**src/rtl/ext_ref_clk_monitor_pkg.sv**
```systemverilog
// Shared types and helpers for the external reference clock monitor.
package ext_ref_clk_monitor_pkg;

  typedef enum logic [1:0] {
    SEARCH  = 2'd0,
    ACQUIRE = 2'd1,
    LOCKED  = 2'd2
  } state_e;

  localparam int unsigned GOOD_CNT_W = 4;

  typedef struct packed {
    int unsigned lo;
    int unsigned hi;
  } window_t;

  // Inclusive window of acceptable periods; the low bound clamps at zero.
  function automatic window_t period_window(input int unsigned nom, input int unsigned tol);
    window_t w;
    w.lo = (tol >= nom) ? 0 : nom - tol;
    w.hi = nom + tol;
    return w;
  endfunction

endpackage

```
**src/rtl/ext_ref_clk_monitor_sync_edge_det.sv**
```systemverilog
// Multi-flop synchronizer for an asynchronous strobe plus a rising-edge pulse.
module ext_ref_clk_monitor_sync_edge_det #(
  parameter int unsigned SYNC_STAGES = 2
) (
  input  logic i_clk,
  input  logic i_rst,
  input  logic i_async,
  output logic o_rise
);

  logic [SYNC_STAGES-1:0] r_sync;
  logic                   r_dly;

  always_ff @(posedge i_clk or posedge i_rst) begin
    if (i_rst) begin
      r_sync <= '0;
      r_dly  <= 1'b0;
    end else begin
      r_sync <= {r_sync[SYNC_STAGES-2:0], i_async};
      r_dly  <= r_sync[SYNC_STAGES-1];
    end
  end

  assign o_rise = r_sync[SYNC_STAGES-1] & ~r_dly;

endmodule

```
**src/rtl/ext_ref_clk_monitor.sv**
```systemverilog
// Qualifies an external reference clock in the system clock domain by
// measuring its period and tracking SEARCH / ACQUIRE / LOCKED status.
module ext_ref_clk_monitor
  import ext_ref_clk_monitor_pkg::*;
#(
  parameter int unsigned SYNC_STAGES = 2,
  parameter int unsigned CNT_W       = 16,
  parameter int unsigned NOM_PERIOD  = 12,
  parameter int unsigned TOL         = 1,
  parameter int unsigned LOCK_COUNT  = 8,
  parameter int unsigned TIMEOUT     = 64
) (
  input  logic                  clk,
  input  logic                  rst,
  input  logic                  ref_in,
  output logic                  ref_edge,
  output logic [CNT_W-1:0]      period,
  output logic                  period_vld,
  output logic                  locked,
  output logic                  lost,
  output logic [GOOD_CNT_W-1:0] good_cnt
);

  localparam window_t                WIN       = period_window(NOM_PERIOD, TOL);
  localparam logic [CNT_W-1:0]       WIN_LO    = CNT_W'(WIN.lo);
  localparam logic [CNT_W-1:0]       WIN_HI    = CNT_W'(WIN.hi);
  localparam logic [CNT_W-1:0]       TIMEOUT_V = CNT_W'(TIMEOUT);
  localparam logic [GOOD_CNT_W-1:0]  LOCK_V    = GOOD_CNT_W'(LOCK_COUNT);

  logic                  w_edge;
  logic                  w_good;
  logic                  w_timeout;
  logic                  w_vld;
  logic [GOOD_CNT_W-1:0] w_good_inc;

  logic [CNT_W-1:0]      r_cnt;
  logic [CNT_W-1:0]      r_period;
  logic [GOOD_CNT_W-1:0] r_good;
  logic                  r_locked;
  logic                  r_lost;
  state_e                r_state;

  ext_ref_clk_monitor_sync_edge_det #(
    .SYNC_STAGES(SYNC_STAGES)
  ) u_sync (
    .i_clk  (clk),
    .i_rst  (rst),
    .i_async(ref_in),
    .o_rise (w_edge)
  );

  assign w_good     = (r_cnt >= WIN_LO) && (r_cnt <= WIN_HI);
  assign w_timeout  = !w_edge && (r_cnt == TIMEOUT_V);
  assign w_vld      = w_edge && (r_state != SEARCH);
  assign w_good_inc = (r_good == '1) ? r_good : r_good + GOOD_CNT_W'(1);

  always_ff @(posedge clk or posedge rst) begin
    if (rst) begin
      r_cnt <= '0;
    end else if (w_edge) begin
      r_cnt <= CNT_W'(1);
    end else if (r_cnt != '1) begin
      r_cnt <= r_cnt + CNT_W'(1);
    end
  end

  always_ff @(posedge clk or posedge rst) begin
    if (rst) begin
      r_state  <= SEARCH;
      r_good   <= '0;
      r_locked <= 1'b0;
      r_lost   <= 1'b0;
      r_period <= '0;
    end else begin
      r_lost <= 1'b0;
      if (w_vld) begin
        r_period <= r_cnt;
      end
      case (r_state)
        SEARCH: begin
          if (w_edge) begin
            r_state <= ACQUIRE;
            r_good  <= '0;
          end
        end
        ACQUIRE: begin
          if (w_edge) begin
            if (w_good) begin
              r_good <= w_good_inc;
              if (w_good_inc == LOCK_V) begin
                r_state  <= LOCKED;
                r_locked <= 1'b1;
              end
            end else begin
              r_good <= '0;
            end
          end else if (w_timeout) begin
            r_state <= SEARCH;
            r_good  <= '0;
          end
        end
        LOCKED: begin
          if (w_edge) begin
            if (w_good) begin
              r_good <= w_good_inc;
            end else begin
              r_state  <= ACQUIRE;
              r_good   <= '0;
              r_locked <= 1'b0;
              r_lost   <= 1'b1;
            end
          end else if (w_timeout) begin
            r_state  <= SEARCH;
            r_good   <= '0;
            r_locked <= 1'b0;
            r_lost   <= 1'b1;
          end
        end
        default: begin
          r_state  <= SEARCH;
          r_good   <= '0;
          r_locked <= 1'b0;
        end
      endcase
    end
  end

  // The freshly measured value is presented alongside period_vld, then held.
  assign ref_edge   = w_edge;
  assign period_vld = w_vld;
  assign period     = w_vld ? r_cnt : r_period;
  assign locked     = r_locked;
  assign lost       = r_lost;
  assign good_cnt   = r_good;

endmodule
```
**config.mk**
```make
export PLATFORM = sky130hd
export DESIGN_NAME = ext_ref_clk_monitor
export DESIGN_NICKNAME = d
export VERILOG_FILES = /design/src/rtl/ext_ref_clk_monitor_pkg.sv /design/src/rtl/ext_ref_clk_monitor_sync_edge_det.sv /design/src/rtl/ext_ref_clk_monitor.sv
export SDC_FILE = /design/constraint.sdc
export NUM_CORES = 1
export LEC_CHECK = 0
export BUFFER_PORTS_ARGS = -buffer_cell sky130_fd_sc_hd__buf_2
export CORE_MARGIN = 1.5
export CORE_UTILIZATION = 35
export DETAILED_ROUTE_END_ITERATION = 8
export GPL_ROUTABILITY_DRIVEN = 1
export PLACE_DENSITY_LB_ADDON = 0.12
export SLEW_MARGIN = 10
export SYNTH_ARGS = -nofsm -noshare
export SYNTH_HDL_FRONTEND = slang
export SYNTH_HIERARCHICAL = 1
export SYNTH_SLANG_ARGS = --single-unit
```
**constraint.sdc**
```tcl
create_clock -name clk -period 4.8 [get_ports clk]
set_clock_uncertainty 0.15 [all_clocks]
set_input_delay 0.96 -clock clk [delete_from_list [all_inputs] [get_ports clk]]
set_output_delay 0.96 -clock clk [all_outputs]
set_load 0.05 [all_outputs]
```
==> results.txt <==
----------------------------------------------------
[Status]
  Run status ... complete, no violations

[Worst setup path]
  Required time worst endpoint ... 3690 ps
  Classification of the worst setup path ... reg -> out
  Master of the slowest instance on the critical path ... sky130_fd_sc_hd__dfrtp_1
  Worst-path cell chain ... nor2b_4 -> buf_4 -> inv_1 -> nor2_1 -> buf_4 -> mux2_2 -> buf_2
  Longest individual stage delay on the worst path ... 400 ps
  Worst-path fanout max ... 34
  WP data arrival ... 2260 ps
  CP most frequent cell ... sky130_fd_sc_hd__buf_4
  Critical Path Sink Type ... output port
  Cell depth of the worst flop-to-flop path ... 7
  Kind of start point of the critical path ... flip-flop

[Synthesis]
  EDFF count, synth ... 0
  Number of synthesis warnings ... 6
  Post-synthesis async set-or-reset flop share ... 1.00
  Leading register cell type out of synthesis ... sky130_fd_sc_hd__dfrtp_1
  Area of the mapped netlist ... about 0.0023 mm²
  Share of the synthesized area in the top cell type ... 0.470
  Synthesized netlist net count ... 225
  Top area cells in the synthesized netlist ... sky130_fd_sc_hd__dfrtp_1 47%, sky130_fd_sc_hd__mux2_2 8.4%, sky130_fd_sc_hd__ha_1 4.9%
  Most area-hungry cell type in the Yosys netlist ... sky130_fd_sc_hd__dfrtp_1
  Share of synthesized area occupied by flip-flops and latches ... 0.470
  Yosys reg bits ... 43
  Syn Inst Count ... 213
  Avg Synthesized Cell Area ... 10.8 µm²
  Distinct cells, synth ... 49

[Die]
  Number of top-level pins ... 27
  Initial core utilization ... 0.361
  Floorplan die height ... 83.9 µm
  Die area ... roughly 0.0070 mm²
  Site Rows ... 29
  Placeable Area ... 0.00635 mm²
  DIE WIDTH ... 83.9 µm

[Power and ir drop]
  Combinational share of power ... 0.345
  Switching Share ... 0.368
  Largest vdd supply drop ... 0.259 mV
  Standby leakage power ... 1.25 nW
  Power per standard cell area ... 430 mW/mm²
  Share of total power in the clock network ... 0.263
  Part of the power in registers ... 0.392
  Cell-internal power ... a little over 0.7 mW
  Switching component of the power ... 0.415 mW

[Timing]
  RSZ-0062 raised after global routing ... no
  Sum Neg Setup Slack ... 0 ps
  Setup violations, final ... 0
  Final slew viol count ... 0
  Min Tclk post-route ... between 3000 and 4000 ps
  Measured slew at the worst slew-check pin ... about 600 ps
  Final hold violations ... 0
  Post-route fraction of the period consumed by the critical path ... 0.701
  Worst-case headroom to the max-slew limit ... 0.598
  Worst path setup slack after routing ... 1430 ps
  Peak clock frequency supported by timing ... 0.297 GHz

[Clocking]
  Root Driver ... sky130_fd_sc_hd__clkbuf_8
  Post-CTS Setup Repair Bufs ... 0
  Worst-path clk slew ... ~80 ps
  Count of H-tree levels built during CTS ... 2
  CTS tree ... done
  CTS hold repair buffers ... 0
  TritonCTS sink count ... between 40 and 50
  CTS buffer count ... 5
  Quantity of gates resized following cts ... 0
  Max clock buf depth ... 2
  Clk_lat worst skew ... 300 ps

[Route]
  Post-detailed-route wirelength per cell ... 14.4 µm
  Count of routing violations after the opening detailed-route iteration ... 112
  Routed wire length ... 4.62 mm
  Post-route DRC ... 0
  Antenna Violating Nets Remaining ... 0
  Iteration count of the initial detailed-routing pass ... 4
  Detail-routed via count per cell ... between 5 and 6
  Vias post-DR ... 1664

[Finish]
  Net count, final ... 254
  N_diodes ... 0
  Ratio of cells with drive above 1 in the final layout ... 0.259
  Area growth from synthesis to layout ... 14.6%

[Min path]
  Type of the most critical hold path ... reg -> reg
  Cell depth of the worst hold path ... 0

[Placement]
  GPL Wtd Cong ... between 0.7 and 0.8
  Port-buffer cells ... 26
  Post-DP HPWL ... 3.13 mm
  Post-Place Setup Slack ... 1730 ps

[Global routing]
  GRT Resource Usage Total ... 0.144
  Number of antenna violations at the first check in global routing ... 0
  Number of global-route vias before repair ... approximately 1600
  Wire length of the first global-routing pass ... 8.07 mm
  GRT Residual Overflow ... 0
  Maximum number of pins on one net before global-route repair ... 41

[Flow run]
  Max-capacitance violation count ... 0

----------------------------------------------------
through the flow:
step / cell area, µm² / utilization / cells / hold WS (ps) / total power [mW]
2_1_floorplan: 2290 / - / 213 / 181 / 0.756
3_3_place_gp: 2510 / 0.395 / 312 / 185 / 0.839
3_5_place_dp: 2510 / 0.395 / 312 / 190 / 0.838
4_1_cts: 2630 / 0.414 / 320 / 210 / 1.14
5_1_grt: 2630 / 0.414 / 320 / 221 / 1.20
6_report: 2630 / 0.414 / 320 / 204 / 1.13
synth_stat cells (2+ instances only):
cell type and number:
sky130_fd_sc_hd__mux2_2 17, sky130_fd_sc_hd__a211oi_1 3, sky130_fd_sc_hd__inv_1 15, sky130_fd_sc_hd__clkbuf_1 3, sky130_fd_sc_hd__and2_1 3, sky130_fd_sc_hd__dfrtp_1 43, sky130_fd_sc_hd__nand3_1 8, sky130_fd_sc_hd__a2bb2oi_1 3
sky130_fd_sc_hd__a311oi_1 3, sky130_fd_sc_hd__nor3_1 4, sky130_fd_sc_hd__ha_1 9, sky130_fd_sc_hd__xnor2_1 9, sky130_fd_sc_hd__buf_2 4, sky130_fd_sc_hd__a21oi_1 8, sky130_fd_sc_hd__nand2_1 8, sky130_fd_sc_hd__nor4_2 2
sky130_fd_sc_hd__mux2i_1 2, sky130_fd_sc_hd__a31oi_1 2, sky130_fd_sc_hd__nand4_1 5, sky130_fd_sc_hd__o21ai_0 4, sky130_fd_sc_hd__and3_1 6, sky130_fd_sc_hd__nor2_1 25
worst max-delay path: cells and delay by family (launching register included):
family	cells	cell delay [ps]
simple gates	2	220
mux	1	390
buf+inv	4	940
flops	1	400
routing by layer:
layer / part of all wire / vias to the layer above / GRT usage / wire length [µm]
li1: - / 817 / - / -
met1: 0.52 / 820 / 0.210 / 2420
met2: 0.43 / 21 / 0.210 / 2010
met3: 0.028 / 6 / 0.0326 / 131
met4: 0.014 / 0 / 0.0447 / 63
met5: 0 / - / 0 / 0
state kept, by name (all words and copies together), names as in the netlist:
register       count
good_cnt           4
u_sync/r_dly       1
lost               1
r_state            2
r_cnt             16
u_sync/r_sync      2
r_period          16
locked             1
cells in the final DEF (no fill, tap or decap), types with 4 or more instances in the layout:
master                      n
sky130_fd_sc_hd__o21ai_0    4
sky130_fd_sc_hd__clkbuf_8   6
sky130_fd_sc_hd__mux2_2    17
sky130_fd_sc_hd__xnor2_1    9
sky130_fd_sc_hd__inv_1     15
sky130_fd_sc_hd__nor2_1    25
sky130_fd_sc_hd__nor3_1     4
sky130_fd_sc_hd__nand4_1    5
sky130_fd_sc_hd__a21oi_1    8
sky130_fd_sc_hd__dfrtp_1   43
sky130_fd_sc_hd__nand2_1    8
sky130_fd_sc_hd__and3_1     6
sky130_fd_sc_hd__buf_2     26
sky130_fd_sc_hd__ha_1       9
sky130_fd_sc_hd__nand3_1    8
layout make-up:
type | count | area (µm²)
clock buffer | 6 | 82.6
timing repair buffer | 29 | 153
inverter | 15 | 56.3
tap | 77 | 96.3
clock inverter | 2 | 35.0
fill | 637 | 3720
multi-input combinational | 148 | 1130
sequential | 43 | 1080
power groups by stage:
stage                     clock, mW  sequential [mW]  combinational, mW
final                         0.297            0.443              0.389
after global routing          0.323            0.451              0.428
after CTS                     0.310            0.443              0.390
after global placement            0            0.450              0.388
after detailed placement          0            0.451              0.388
after floorplan                   0            0.444              0.311
cell families (layout without fill, tap and decap cells):
group,after synthesis,count (layout),synth area share
AND/OR/NAND/NOR,74,74,0.181
flip-flops,43,43,0.470
AO/OA/AOI/OAI,35,35,0.126
buffers and inverters,22,52,0.0382
multiplexers,20,20,0.0972
XOR/XNOR,10,10,0.0382
adder cells (fa/ha/maj),9,9,0.0492
path summary, 6_finish.rpt:
check                                      startpoint                         end  slack (ps)
setup / recovery               u_sync/r_dly$_DFF_PP0_                  period[11]        1430
hold / removal             u_sync/r_sync[0]$_DFF_PP0_  u_sync/r_sync[1]$_DFF_PP0_         200
setup reg to reg                 r_cnt[0]$_DFFE_PP0P_      r_state[1]$_DFFE_PP0P_        2260
hold reg to reg            u_sync/r_sync[0]$_DFF_PP0_  u_sync/r_sync[1]$_DFF_PP0_         200
max in group asynchronous                         rst      r_state[0]$_DFFE_PP0P_        3490
min in group asynchronous                         rst  u_sync/r_sync[0]$_DFF_PP0_         370
Power figures use the tool's default switching activity.
